## src/rtl/led_fade_driver.sv

```systemverilog
// rtl/led_fade_driver.sv - per-channel PWM LED fader with bypass; optional square-law duty via LED_FADE_GAMMA_EN
module led_fade_driver #(
  parameter int PRESCALE = 16,
  parameter int STEP     = 4
) (
  input  logic       clk,
  input  logic       reset,
  input  logic       enable,
  input  logic [7:0] leds,
  output logic [7:0] led_out,
  output logic [7:0] fading
);

  // Prescaler width never drops below one bit so PRESCALE=1 still builds.
  localparam int            PW       = (PRESCALE > 1) ? $clog2(PRESCALE) : 1;
  localparam logic [PW-1:0] PRE_LAST = PW'(PRESCALE - 1);
  localparam logic [8:0]    STEP9    = 9'(STEP);

  logic [7:0]      r_leds_q;
  logic [PW-1:0]   r_pre_cnt;
  logic [7:0]      r_pwm_cnt;
  logic [7:0][7:0] r_bright;
  logic [7:0]      r_led_out;
  logic [7:0]      r_fading;

  logic            w_tick;
  logic            w_period_end;
  logic [7:0][8:0] w_up;
  logic [7:0][8:0] w_dn;
  logic [7:0][7:0] w_bright_nxt;
  logic [7:0][7:0] w_duty;
  logic [7:0]      w_led_nxt;
  logic [7:0]      w_fading_nxt;

  assign w_tick       = (r_pre_cnt == PRE_LAST);
  assign w_period_end = w_tick && (r_pwm_cnt == 8'hFF);
  assign led_out      = r_led_out;
  assign fading       = r_fading;

  // Register the SoC target pattern; this copy is the only target source.
  always_ff @(posedge clk) begin
    if (reset) r_leds_q <= 8'h00;
    else       r_leds_q <= leds;
  end

  // Prescaler and PWM ramp run continuously, including in bypass.
  always_ff @(posedge clk) begin
    if (reset) begin
      r_pre_cnt <= '0;
      r_pwm_cnt <= 8'h00;
    end else begin
      r_pre_cnt <= w_tick ? '0 : r_pre_cnt + PW'(1);
      if (w_tick) r_pwm_cnt <= r_pwm_cnt + 8'd1;
    end
  end

  // Next brightness: bypass snaps to the target, otherwise a saturating step once per period.
  // Both sums are 9 bits wide; bit 8 flags overflow (up) or borrow (down).
  always_comb begin
    w_up         = '0;
    w_dn         = '0;
    w_bright_nxt = r_bright;
    for (int i = 0; i < 8; i++) begin
      w_up[i] = {1'b0, r_bright[i]} + STEP9;
      w_dn[i] = {1'b0, r_bright[i]} - STEP9;
      if (!enable) begin
        w_bright_nxt[i] = r_leds_q[i] ? 8'hFF : 8'h00;
      end else if (w_period_end) begin
        if (r_leds_q[i]) w_bright_nxt[i] = w_up[i][8] ? 8'hFF : w_up[i][7:0];
        else             w_bright_nxt[i] = w_dn[i][8] ? 8'h00 : w_dn[i][7:0];
      end
    end
  end

  // Brightness state; a reset mid-fade drops straight to zero.
  always_ff @(posedge clk) begin
    if (reset) r_bright <= '0;
    else       r_bright <= w_bright_nxt;
  end

`ifdef LED_FADE_GAMMA_EN
  logic [7:0][15:0] w_sq;

  // Square-law duty: upper byte of bright squared.
  always_comb begin
    w_sq   = '0;
    w_duty = '0;
    for (int i = 0; i < 8; i++) begin
      w_sq[i]   = 16'(r_bright[i]) * 16'(r_bright[i]);
      w_duty[i] = w_sq[i][15:8];
    end
  end
`else
  // Linear duty: brightness is the compare threshold directly.
  always_comb begin
    w_duty = r_bright;
  end
`endif

  // Pin drive and fading flags; full brightness forces a solid 1 regardless of duty.
  always_comb begin
    w_led_nxt    = 8'h00;
    w_fading_nxt = 8'h00;
    for (int i = 0; i < 8; i++) begin
      if (enable) begin
        w_led_nxt[i]    = (r_bright[i] == 8'hFF) | (r_pwm_cnt < w_duty[i]);
        w_fading_nxt[i] = r_leds_q[i] ? (r_bright[i] != 8'hFF) : (r_bright[i] != 8'h00);
      end else begin
        w_led_nxt[i]    = r_leds_q[i];
        w_fading_nxt[i] = 1'b0;
      end
    end
  end

  // Output registers.
  always_ff @(posedge clk) begin
    if (reset) begin
      r_led_out <= 8'h00;
      r_fading  <= 8'h00;
    end else begin
      r_led_out <= w_led_nxt;
      r_fading  <= w_fading_nxt;
    end
  end

endmodule

```

## config.mk

```make
export PLATFORM = sky130hd
export DESIGN_NAME = led_fade_driver
export DESIGN_NICKNAME = d
export VERILOG_FILES = /design/src/rtl/led_fade_driver.sv
export SDC_FILE = /design/constraint.sdc
export NUM_CORES = 1
export LEC_CHECK = 0
export ABC_AREA = 1
export BUFFER_PORTS_ARGS = -buffer_cell sky130_fd_sc_hd__buf_4
export CAP_MARGIN = 20
export CORE_UTILIZATION = 57
export DETAILED_ROUTE_END_ITERATION = 10
export PLACE_DENSITY = 0.81
export SLEW_MARGIN = 20
export SYNTH_ARGS = -nofsm -noshare
export SYNTH_HDL_FRONTEND = slang
export SYNTH_SLANG_ARGS = --single-unit
```

## constraint.sdc

```tcl
create_clock -name clk -period 1.6 [get_ports clk]
set_clock_uncertainty 0.1 [all_clocks]
set_input_delay 0.48 -clock clk [delete_from_list [all_inputs] [get_ports clk]]
set_output_delay 0.48 -clock clk [all_outputs]
set_load 0.01 [all_outputs]
```

# --- Word level (Yosys, flattened, before mapping) ---
# Index checks and enable logic that the tools add are counted.
word_totals:
  elab_cells: 142
  reg_bits: 100
  in_bits: 11
  output_inout_bits: 16
op_classes:
  n_addsub: 18
  n_mux: 64
  bitwise: 9
  n_lt_le_gt_ge: 8
  n_eq_ne: 19
  n_reduce_logical: 11
op_table:
  columns: ["op", "count"]
  rows:
  - ["$mux W8", 48]
  - ["$add A8 B3 Y9 const B", 8]
  - ["$eq A8 B8 Y1 const B", 9]
  - ["$sub A8 B3 Y9 const B", 8]
  - ["$lt A8 B8 Y1", 8]
  - ["$ne A8 B8 Y1 const B", 8]
  - ["$reduce_bool A8 Y1", 8]
  - ["$mux W1", 16]
  - ["$add A8 B1 Y8 const B", 1]
  - ["$or A1 B1 Y1", 8]
  - ["$add A4 B1 Y4 const B", 1]
  - ["$eq A4 B4 Y1 const B", 1]
  - ["$reduce_or A2 Y1", 2]
  - ["$ne A2 B1 Y1 const B", 1]
  - ["$logic_and A1 B1 Y1", 1]
  - ["$not A1 Y1", 1]

# --- Longest topological paths before layout ---
logic_depth:
  depth_word: 5
  depth_mapped: 13
  ltp_nobuf: 13

# --- Worst setup path before layout ---
# No wires, ideal clock.
synth_timing:
  path_type: "register to register"
  start: "register r_pwm_cnt[1]"
  end: "register r_bright[35] (netlist name)"
  setup_time_ps: 128
  setup_slack_ps: -95
  n_path_buf: 1
  stages_incl_launch_ff: 10
  t_required_ps: 1372
  synth_period_minus_slack_ps: 1695
  t_arrival_ps: 1467
  path_cell_list: "dfxtp_1 ha_1 inv_1 nor2_1 nand3_2 nand2_4 buf_2 o21ai_0 a21oi_1 nor2_1"
synth_between:
  elab_chain_len: 3
synth_rtl:
  columns: ["item", "line_no", "source"]
  rows:
  - ["start: declaration", "21", "logic [7:0] r_pwm_cnt;"]
  - ["start signal: assignment", "53", "if (w_tick) r_pwm_cnt <= r_pwm_cnt + 8'd1;"]
  - ["$eq A8 B8 Y1", "36", "assign w_period_end = w_tick && (r_pwm_cnt == 8'hFF);"]
  - ["$logic_and A1 B1 Y1", "36", null]
  - ["$ne A2 B1 Y1 (no source line)", null, null]
  - ["end signal: assignment", "78", "else r_bright <= w_bright_nxt;"]
  - ["end: declaration", "22", "logic [7:0][7:0] r_bright;"]
# Every way passes these cells.
# A chain may end at the register's enable or synchronous reset.

# --- Worst setup path after layout ---
layout_timing:
  start: "register r_pre_cnt[2]"
  end: "register r_bright[7] (netlist name)"
layout_between:
  elab_chain_len: 3
layout_rtl:
  columns: ["item", "line_no", "source"]
  rows:
  - ["start: declaration", "20", "logic [PW-1:0] r_pre_cnt;"]
  - ["start signal: assignment", "52", "r_pre_cnt <= w_tick ? '0 : r_pre_cnt + PW'(1);"]
  - ["$eq A4 B4 Y1", "35", "assign w_tick = (r_pre_cnt == PRE_LAST);"]
  - ["$logic_and A1 B1 Y1", "36", null]
  - ["$ne A2 B1 Y1 (no source line)", null, null]
# Every way passes these cells.

==> key figures <==
Flow run
  – Max-Cap Viols: 0

Placement
  – Post-DP HPWL: 14200 microns
  – IO buf count: 26
  – Placed cells: 1421
  – Pre-CTS setup slack: -0.0810 ns
  – GPL Wtd Cong: 0.922

Yosys
  – Primary FF master, synth: dfxtp_1
  – FF+latch count, synth: 92
  – Post-synth EDFFs: 0
  – Mapped Cells: 1164
  – Synth cell types: 36
  – Syn Std Cell Area: 7300 sq um
  – Synth top area share: 25.2%
  – Synth cell count leaders: nand2_1 (303), inv_1 (152), nor2_1 (125)
  – Synthesis Warnings: 0
  – Post-Syn Area per Cell: 6.27 sq um
  – Sequential-to-total area share from yosys stat: 25.2%
  – Synth top area cells: dfxtp_1 (25%), nand2_1 (16%), ha_1 (14%), inv_1 (7.8%), nand3_1 (7.1%)
  – Synth async-reset ratio: 0%
  – Mapped Nets: 1257
  – Most common cell in the netlist: nand2_1
  – Cell taking the most area after synthesis: dfxtp_1

Floorplanning
  – Core Box Area: 12300 sq um
  – Die Width: 115 microns
  – DIE HEIGHT: 115 microns
  – Initial core utilization: 59.5%
  – Die footprint: 13300 sq um
  – Row count: 40
  – Ports: 27

Cells and area
  – Area Growth Syn to Fin: 29.7%
  – Nets@finish: 1376
  – Ant diodes: 0
  – Layout cells sized above 1: 23.9%
  – Non-Filler Instances: 1456
  – Post-layout util: 77.2%

Power
  – Leak: 0.00469 uW
  – Clock power frac: 33.1%
  – Seq pwr share: 38.2%
  – Switching power total: 2340 uW
  – PD cells: 722 nW/um^2
  – Sw frac: 34.2%
  – P_int: 4500 uW
  – Comb power frac: 28.7%
  – Tot Pwr: 6830 uW
  – VDD IR max: 0.511 mV

GRT
  – Largest net degree at the start of global routing: 47
  – Overflow left after global routing: 0
  – Initial antenna violation count: 0
  – First-pass GRT wire length: 34700 microns
  – Vias in the first global route: 7493
  – GRT Util Overall: 32.9%

Clock network
  – Clock Tree Buf Depth: 2
  – H-tree depth: 3
  – Hold-fix buffers, CTS: 0
  – Clk Latency, worst-skew pair: 0.37 ns
  – CTS root buf: clkbuf_16
  – Clock slew at reported path FFs: 0.07 ns
  – CTS tree: yes
  – Inserted Clock Buffers: 9
  – CTS sink count: 92

Timing
  – Max Slew Vio Count: 0
  – Fin crit share: 109%
  – Max frequency: 573 MHz
  – Final Hold Viols: 0
  – Final setup fails: 57
  – PnR worst setup slack: -0.144 ns
  – Min Hold Slack: 0.212 ns
  – Period minus WS final: 1.74 ns
  – Worst rel slew slack: 70.0%
  – Worst Tran Pin Value: 0.450 ns
  – RSZ-0062 raised after global routing: true

Critical path
  – Startpoint types: register
  – Crit path max fanout: 6
  – Crit Path Class: reg2reg
  – Worst path required time: 1.77 ns
  – CP arrival: 1.91 ns
  – Setup crit end kind: register

Drt
  – Vias/cell: 5.86
  – DR pass1 iterations: 9
  – # DRC: 0
  – Routed vias: 8530
  – Initial drt markers: 997
  – Final WL: 23600 microns
  – Per-cell routed wire length: 16.2 microns
  – Antenna viol nets, final: 0

Outcome
  – Failing checks: setup timing
  – Run status: complete, but fails checks

Min path
  – Hold crit path type: in2reg
==> sequential cells by signal (all words and copies together), names as in the netlist <==
register,flops
led_out,8
r_pwm_cnt,8
r_pre_cnt,4
fading,8
r_bright,56
r_leds_q,8
==> path summary, 6_finish.rpt <==
check	startpoint	slack (ns)	endpoint	cells after the start
max	r_pre_cnt[2]$_SDFF_PP0_	-0.14	r_bright[7]$_SDFFE_PP0P_	9
min	leds[7]	0.21	r_leds_q[7]$_SDFF_PP0_	3
max reg2reg	r_pre_cnt[2]$_SDFF_PP0_	-0.14	r_bright[7]$_SDFFE_PP0P_	9
min reg2reg	r_bright[16]$_SDFFE_PP0P_	0.39	r_bright[16]$_SDFFE_PP0P_	2
==> cell usage in the layout (no fill, tap or decap), drive strengths merged, types with 10 or more instances in the layout <==
| cell | count |
|---|---|
| nand2 | 305 |
| inv | 154 |
| buf | 138 |
| nor2 | 133 |
| nand3 | 106 |
| o21ai | 98 |
| dfxtp | 92 |
| a21oi | 87 |
| ha | 82 |
| nand4 | 18 |
| clkbuf | 14 |
| xor2 | 10 |
==> critical path: stages (launching register included) <==
cell and delay (ns):
dfxtp_1 0.51, nand2_4 0.10, nor2_4 0.15, nand3_4 0.16
nand2_8 0.16, buf_12 0.12, buf_16 0.12, nand2_2 0.06
nor2_2 0.10, nor2_1 0.05
==> routing by layer <==
layer	global-route usage, %	vias to the layer above	share of wire (%)
met3	4.85	121	8.7
li1	-	4035	-
met1	41.4	3865	39
met4	13.2	0	4.6
met2	56.5	509	47
met5	0	-	0
==> stage by stage <==
step           cell area (sq um)  TNS, ns
2_1_floorplan               7300        0
3_3_place_gp                8340   -0.395
3_5_place_dp                8340    -1.49
4_1_cts                     8900   -0.276
5_1_grt                     9470    -7.05
6_report                    9470    -5.04
==> repair_timing <==
item / in CTS / in global routing
resized for setup: 30 / 160
gates cloned: 5 / 3
setup endpoints to repair: 54 / 66
hold endpoints to repair: 0 / 0
pin swaps: 9 / 47
setup buffers: 4 / 9
==> final cells by class <==
| type | instances | area [sq um] |
|---|---|---|
| clock inverter | 5 | 61.3 |
| clock buffer | 11 | 243 |
| sequential | 92 | 1890 |
| timing repair buffer | 141 | 1310 |
| inverter | 156 | 594 |
| multi-input combinational | 883 | 5160 |
| tap | 168 | 210 |
| fill | 845 | 2800 |
==> cells by family (layout without fill, tap and decap cells) <==
group                      Yosys count  after routing  share of synthesized area, %
xor gates and xnor gates            13             13                          1.56
AOI/OAI and AO/OA                  216            216                          15.8
and+or+nand+nor                    571            572                          32.9
buffers and inverters              190            313                          10.5
adders and majority gates           82             82                          14.1
DFF                                 92             92                          25.2
==> power groups by stage <==
stage	registers (uW)	clock network, uW	logic [uW]
after floorplan	2610	0	1130
after global placement	2630	0	1610
after detailed placement	2630	0	1640
after CTS	2580	2260	1720
after global routing	2630	2370	2160
final	2610	2260	1960
No activity file was read; power rests on OpenSTA's default activity.
